File: config.mk
export PLATFORM = sky130hd
export DESIGN_NAME = inverter_bank_flat
export DESIGN_NICKNAME = d
export VERILOG_FILES = /design/src/rtl/inverter_bank_if.sv /design/src/rtl/inverter_bank.sv /design/src/flat_wrapper.sv
export SDC_FILE = /design/constraint.sdc
export NUM_CORES = 1
export LEC_CHECK = 0
export ABC_AREA = 1
export CAP_MARGIN = 20
export CORE_MARGIN = 8
export CORE_UTILIZATION = 45
export CTS_BUF_LIST = sky130_fd_sc_hd__clkbuf_8
export CTS_CLUSTER_SIZE = 24
export DETAILED_ROUTE_END_ITERATION = 10
export PLACE_DENSITY = 0.78
export REMOVE_ABC_BUFFERS = 1
export SYNTH_ARGS = -nofsm -noshare
export SYNTH_HDL_FRONTEND = slang
export SYNTH_SLANG_ARGS = --single-unit
File: constraint.sdc
create_clock -name clk -period 2.1 [get_ports clk]
set_input_delay 0.42 -clock clk [delete_from_list [all_inputs] [get_ports clk]]
set_output_delay 0.42 -clock clk [all_outputs]
set_load 0.02 [all_outputs]
File: src/rtl/inverter_bank_if.sv
// Bus bundle for inverter_bank: data input, combinational and registered
// outputs, invert-mask programming and activity-counter observation.
// Optional macro INVERTER_BANK_PARITY_EN adds the y_par signal.
interface inverter_bank_if #(
  parameter int WIDTH = 1,
  parameter int CNT_W = 8
);
  logic [WIDTH-1:0] a;
  logic [WIDTH-1:0] y;
  logic             in_valid;
  logic [WIDTH-1:0] y_q;
  logic             out_valid;
  logic             mask_we;
  logic [WIDTH-1:0] mask_wdata;
  logic [WIDTH-1:0] mask;
  logic [CNT_W-1:0] act_cnt;
  logic             act_clr;
`ifdef INVERTER_BANK_PARITY_EN
  logic             y_par;

  modport master (
    output a, in_valid, mask_we, mask_wdata, act_clr,
    input  y, y_q, out_valid, mask, act_cnt, y_par
  );

  modport slave (
    input  a, in_valid, mask_we, mask_wdata, act_clr,
    output y, y_q, out_valid, mask, act_cnt, y_par
  );
`else
  modport master (
    output a, in_valid, mask_we, mask_wdata, act_clr,
    input  y, y_q, out_valid, mask, act_cnt
  );

  modport slave (
    input  a, in_valid, mask_we, mask_wdata, act_clr,
    output y, y_q, out_valid, mask, act_cnt
  );
`endif
endinterface

File: src/rtl/inverter_bank.sv
// inverter_bank: per-bit programmable inverter with a combinational output,
// a valid-qualified registered output and a saturating activity counter.
// After reset the mask is all ones, so the block is a plain inverter.
// Optional macro INVERTER_BANK_PARITY_EN adds a registered parity bit y_par.
module inverter_bank #(
  parameter int WIDTH = 1,
  parameter int CNT_W = 8
) (
  input logic         clk,
  input logic         rst,
  inverter_bank_if.slave bus
);

  // Even-parity helper: XOR reduction of a data word.
  function automatic logic parity_f(input logic [WIDTH-1:0] v);
    return ^v;
  endfunction

  logic [WIDTH-1:0] mask_r;
  logic [WIDTH-1:0] y_s;
  logic [WIDTH-1:0] y_q_r;
  logic             out_valid_r;
  logic [CNT_W-1:0] act_cnt_r;
  logic             cnt_inc_s;

  // Combinational data path; uses the mask currently held, never reset.
  always_comb begin
    y_s = bus.a ^ mask_r;
  end

  // Counter step qualifier: accepted word that changes y_q, not yet saturated.
  always_comb begin
    cnt_inc_s = 1'b0;
    if (bus.in_valid && (y_s != y_q_r) && (act_cnt_r != {CNT_W{1'b1}})) begin
      cnt_inc_s = 1'b1;
    end else begin
      cnt_inc_s = 1'b0;
    end
  end

  // Invert-mask register; a same-cycle write only takes effect after the edge.
  always_ff @(posedge clk) begin
    if (rst) begin
      mask_r <= {WIDTH{1'b1}};
    end else if (bus.mask_we) begin
      mask_r <= bus.mask_wdata;
    end else begin
      mask_r <= mask_r;
    end
  end

  // Registered output path: capture on in_valid, hold otherwise.
  always_ff @(posedge clk) begin
    if (rst) begin
      y_q_r       <= {WIDTH{1'b0}};
      out_valid_r <= 1'b0;
    end else if (bus.in_valid) begin
      y_q_r       <= y_s;
      out_valid_r <= 1'b1;
    end else begin
      y_q_r       <= y_q_r;
      out_valid_r <= 1'b0;
    end
  end

  // Activity counter: clear beats increment, saturates instead of wrapping.
  always_ff @(posedge clk) begin
    if (rst) begin
      act_cnt_r <= {CNT_W{1'b0}};
    end else if (bus.act_clr) begin
      act_cnt_r <= {CNT_W{1'b0}};
    end else if (cnt_inc_s) begin
      act_cnt_r <= act_cnt_r + CNT_W'(1);
    end else begin
      act_cnt_r <= act_cnt_r;
    end
  end

`ifdef INVERTER_BANK_PARITY_EN
  logic y_par_r;

  // Parity of each accepted word, registered alongside y_q.
  always_ff @(posedge clk) begin
    if (rst) begin
      y_par_r <= 1'b0;
    end else if (bus.in_valid) begin
      y_par_r <= parity_f(y_s);
    end else begin
      y_par_r <= y_par_r;
    end
  end

  assign bus.y_par = y_par_r;
`endif

  assign bus.y         = y_s;
  assign bus.y_q       = y_q_r;
  assign bus.out_valid = out_valid_r;
  assign bus.mask      = mask_r;
  assign bus.act_cnt   = act_cnt_r;

endmodule

File: src/flat_wrapper.sv
// flat-port wrapper written by rule: the top's interface ports become plain ports
module inverter_bank_flat 
#(
  parameter int WIDTH = 1,
  parameter int CNT_W = 8
)
  (clk, rst, bus_a, bus_in_valid, bus_mask_we, bus_mask_wdata, bus_act_clr, bus_y, bus_y_q, bus_out_valid, bus_mask, bus_act_cnt);
  inverter_bank_if #(.WIDTH(WIDTH), .CNT_W(CNT_W)) bus_i ();
  input logic clk;
  input logic rst;
  input wire logic [$bits(bus_i.a)-1:0] bus_a;
  input wire logic [$bits(bus_i.in_valid)-1:0] bus_in_valid;
  input wire logic [$bits(bus_i.mask_we)-1:0] bus_mask_we;
  input wire logic [$bits(bus_i.mask_wdata)-1:0] bus_mask_wdata;
  input wire logic [$bits(bus_i.act_clr)-1:0] bus_act_clr;
  output wire logic [$bits(bus_i.y)-1:0] bus_y;
  output wire logic [$bits(bus_i.y_q)-1:0] bus_y_q;
  output wire logic [$bits(bus_i.out_valid)-1:0] bus_out_valid;
  output wire logic [$bits(bus_i.mask)-1:0] bus_mask;
  output wire logic [$bits(bus_i.act_cnt)-1:0] bus_act_cnt;
  assign bus_i.a = bus_a;
  assign bus_i.in_valid = bus_in_valid;
  assign bus_i.mask_we = bus_mask_we;
  assign bus_i.mask_wdata = bus_mask_wdata;
  assign bus_i.act_clr = bus_act_clr;
  assign bus_y = bus_i.y;
  assign bus_y_q = bus_i.y_q;
  assign bus_out_valid = bus_i.out_valid;
  assign bus_mask = bus_i.mask;
  assign bus_act_cnt = bus_i.act_cnt;
  inverter_bank #(.WIDTH(WIDTH), .CNT_W(CNT_W)) u_core (.clk(clk), .rst(rst), .bus(bus_i));
endmodule
### After elaboration in Yosys (flattened, before gate mapping)

Index checks and enable logic that the tools add are counted.

| storage, ports and cells | value |
|---|---|
| output and inout bits | 12 |
| register bits after elaboration | 11 |

| operators by class | value |
|---|---|
| equality and inequality tests | 2 |
| add/subtract/negate cells | 1 |
| reduce and logical (&&, ||, !) cells | 3 |
| bitwise gates (word level) | 1 |
| mux-type cells | 2 |

Operators with widths:

| operator | number |
|---|---|
| $add 8x1->8 const B | 1 |
| $ne 8x8->1 const B | 1 |
| $logic_and 1x1->1 | 2 |
| $mux 1 | 2 |
| $reduce_or 2->1 | 1 |
| $ne 1x1->1 | 1 |
| $xor 1x1->1 | 1 |

### Longest topological paths before layout

| logic depth | value |
|---|---|
| depth after elaboration | 5 |
| mapped depth | 9 |

### Least setup slack after synthesis

No wires, ideal clock.

| path | value |
|---|---|
| path kind | reg-to-reg |
| from | register u_core.act_cnt_r[0] (netlist: u_core.bus.act_cnt[0]) |
| to | register u_core.act_cnt_r[0] (netlist: u_core.bus.act_cnt[0]) |
| setup slack | 0.739 ns |
| clock period less this slack | 1.361 ns |
| arrival time | 1.247 ns |
| data required time | 1.986 ns |
| path buffers | 0 |
| stages on the path, launching flop included | 10 |
| setup time | 0.114 ns |
| cells stage by stage | dfxtp_1 ha_1 nand2_1 inv_1 nand3_2 inv_1 nor2_2 nand2_1 nand2_1 nor2_2 |

| between the ends | value |
|---|---|
| longest elaborated chain between the ends | 3 |
| elaborated cells on any way between the ends | 4 |
| classes of those cells | add/sub: 1; eq/ne: 1; mux: 1; reduce/logical: 1 |

RTL lines:

| element | RTL line | RTL |
|---|---|---|
| from (decl) | inverter_bank.sv:23 | `logic [CNT_W-1:0] act_cnt_r;` |
| from (signal assigned) | inverter_bank.sv:69 | `act_cnt_r <= {CNT_W{1'b0}};` |
| from (signal assigned) | inverter_bank.sv:71 | `act_cnt_r <= {CNT_W{1'b0}};` |
| from (signal assigned) | inverter_bank.sv:73 | `act_cnt_r <= act_cnt_r + CNT_W'(1);` |
| parallel branches: the longest is 3 deep, another holds $add 8x1->8 | - |  |

Several ways; the timed one is not identified.
A chain may end at the register's enable or synchronous reset.

### Worst setup path in the final report

| path | value |
|---|---|
| from | input bus_a |
| to | output bus_y |

| between the ends | value |
|---|---|
| longest elaborated chain between the ends | 1 |

RTL lines:

| element | RTL line | RTL |
|---|---|---|
| from (decl) | flat_wrapper.sv:11 | `input wire logic [$bits(bus_i.a)-1:0] bus_a;` |
| $xor 1x1->1 | inverter_bank.sv:28 | `y_s = bus.a ^ mask_r;` |
| to (decl) | flat_wrapper.sv:16 | `output wire logic [$bits(bus_i.y)-1:0] bus_y;` |

No other way between the ends.

==> flow_summary.yaml <==
global_routing:
  antenna_found_initial: 0
  grt_pass1_vias: 629
  grt_first_pass_wirelength_mm: 2.525
  grt_max_degree: 9
  overflow: 0
  track_usage_pct: 11.80
routing:
  drtAntennaViolNets: 0
  wl_met2_um: 735
  wl_mm: 1.472
  wl_met3_um: 85
  vias: 635
  vias_per_cell: 4.811
  top_layer_used: "met4"
  drc: 0
  wl_met1_um: 630
  wl_per_cell_um: 11.15
  drt_iter0_drc: 13
  firstDrtPassIters: 4
clocking:
  cts_sinks: 11
  clk_latency_ns: 0.24
  cts_buffer_depth: 2
  cts_root_buf: "clkbuf_8"
  path_clk_slew_ns: 0.05
  htree_num_levels: 1
  cts_tree: "done"
  numCtsBuffers: 3
power:
  finalPower_uw: 505.8
  p_sw_share_pct: 25.57
  share_comb_of_total_power_pct: 15.1
  switchingPower_uw: 129.4
  p_int_uw: 376.5
  seqPwrFrac_pct: 43.4
  cellPowerDensity_nw_per_um2: 601.6
  p_clk_share_pct: 41.4
  power.leakage_nw: 0.3544
  vdd_drop_max_v: 0.0005357
job:
  cap_violations: 0
floorplan:
  rows: 13
  ioPinCount: 19
  die-width_um: 52.46
  die_area_sq_um: 2752
  start_util_pct: 47.14
  die_y_um: 52.46
  core_sq_um: 1269
yosys:
  syn_area_sq_um: 598.1
  synth_seq_cells: 11
  ys_seq_area_share_pct: 36.82
  netlist_instances: 95
  avgSynthCellArea_sq_um: 6.296
  synth_cell_types: 14
  yosysWarnings: 0
critical_path:
  r2r_slack_ns: 0.69
  startpoint_type: "input port"
  cpPeakStageDelay_ns: 0.50
  crit_start: "bus_a"
  reg2reg_depth: 9
  path_depth: 5
  cp.arrival_ns: 1.45
  critPathRequiredTime_ns: 1.68
  cpMaxStageDelayCell: "clkdlybuf4s50_1"
  reg2reg_to: "u_core.bus.act_cnt[2]"
  crit_path_max_fanout: 3
  crit_chain: "clkdlybuf4s50_1 -> inv_1 -> nand2_1 -> nand2_1 -> dlygate4sd2_1"
  critical-path-top-delay-family: "buffers and inverters"
  worst_path_most_repeated_cell: "nand2_1"
  critPathKind: "in2out"
  cp-endpoint: "bus_y"
  path_buf_inv: 3
  worstReg2RegStart: "u_core.bus.act_cnt[0]"
  cp-end-kind: "primary output"
sta:
  rsz0062_at_grt: "no"
  finalCritPeriodShare_pct: 89.10
  slew_headroom_pct: 62.95
  clock_skew_ns: 0.003493
  worst_slack_ns: 0.2288
  slew_viol_final: 0
  tightest_slew_ns: 0.5537
  max_freq_mhz: 534.4
  hold_viol_final: 0
  setup_viol: 0
  holdWs_ns: 0.5514
  min_period_ns: 1.871
finish:
  final_common_cell: "nand2_1"
  layout_common_cells: "nand2_1, nor2_1, clkdlybuf4s50_1"
  drive_gt1_share_pct: 11.11
  multiInputGateArea_sq_um: 329.1
  seq_area_sq_um: 220.2
  area_growth_syn_to_layout_pct: 40.59
  diodes: 0
  fillers: 130
  nets: 126
status:
  status: "complete, no violations"
placement:
  io_buffers: 18
  gp_congestion: 0.7164
  dpl.hpwl_mm: 1.169
  dpl_worst_slack_ns: -0.03520
min_path:
  min_path_type: "reg2reg"
-- cell usage after synthesis --
master    n  area share [%]
inv_1    12             7.5
inv_2     1            0.63
o21ai_0   2             1.7
nor2_2    5             5.2
a21oi_1   6             5.0
dfxtp_1  11              37
ha_1      1             2.1
nor3_1    1            0.84
nand2_1  27              17
nand3_1   6             5.0
nor2_1   19              12
nand3_2   2             3.3
nor2_4    1             1.9
nand2_2   1             1.0
-- worst min-delay path: stages (launching register included) --
cell	delay (ns)
dfxtp_1	0.34
a21oi_1	0.12
nor2_1	0.05
-- power by group through the flow --
stage          clock network [mW]  logic [mW]  registers (mW)
2_1_floorplan                   0      0.0368           0.230
3_3_place_gp                    0      0.0759           0.224
3_5_place_dp                    0      0.0786           0.224
4_1_cts                     0.214      0.0775           0.220
5_1_grt                     0.228      0.0857           0.221
6_report                    0.210      0.0765           0.220
-- area by class of cell --
cell class	instances	area share (%)
clock buffers	3	4.911
flip-flops and latches	11	26.19
multi-input cells	71	39.14
inverters	13	5.804
clock inverters	1	0.4464
well taps	15	2.232
repair buffers	18	21.28
-- timing repair --
action	4_1_cts	5_1_grt
hold buffers	0	0
setup endpoints to repair	1	0
endpoints found under the hold margin	0	0
setup buffers	0	0
gates resized for setup	1	0
-- how the worst min path moves through the flow --
| stage | endpoint | start | depth (start not counted) |
|---|---|---|---|
| after global placement | u_core.bus.mask | u_core.bus.mask | 2 |
| after floorplan | u_core.bus.out_valid | rst | 1 |
| final | u_core.bus.act_cnt[7] | u_core.bus.act_cnt[7] | 2 |
| after CTS | u_core.bus.act_cnt[4] | u_core.bus.act_cnt[4] | 2 |
| after global routing | u_core.bus.act_cnt[4] | u_core.bus.act_cnt[4] | 2 |
| after detailed placement | u_core.bus.act_cnt[2] | u_core.bus.act_cnt[2] | 2 |
-- registers in the layout, summed over array words and instances (netlist names) --
name,count
u_core.bus.y_q,1
u_core.bus.out_valid,1
u_core.bus.act_cnt,8
u_core.bus.mask,1
-- layer usage --
layer	global-route usage [%]	vias up
met5	0	-
met4	6.466	0
met3	3.409	2
met2	20.75	15
met1	12.18	285
li1	-	333
-- logic make-up after synthesis --
| kind of cell | after synthesis | share of synthesized area (%) |
|---|---|---|
| AOI/OAI and AO/OA | 8 | 6.695 |
| buffers and inverters | 13 | 8.158 |
| adders and majority gates | 1 | 2.092 |
| and+or+nand+nor | 62 | 46.24 |
| DFF | 11 | 36.82 |
-- stage by stage --
stage	setup TNS [ns]	std cells	util, %	cell area [sq um]
6_report	0	132	66.27	840.8
5_1_grt	0	132	66.27	840.8
4_1_cts	0	132	66.27	840.8
3_5_place_dp	-0.03520	128	62.82	797.0
3_3_place_gp	0	128	62.82	797.0
2_1_floorplan	0	95	-	598.1
Note: power is estimated with default switching activity, not from simulation.
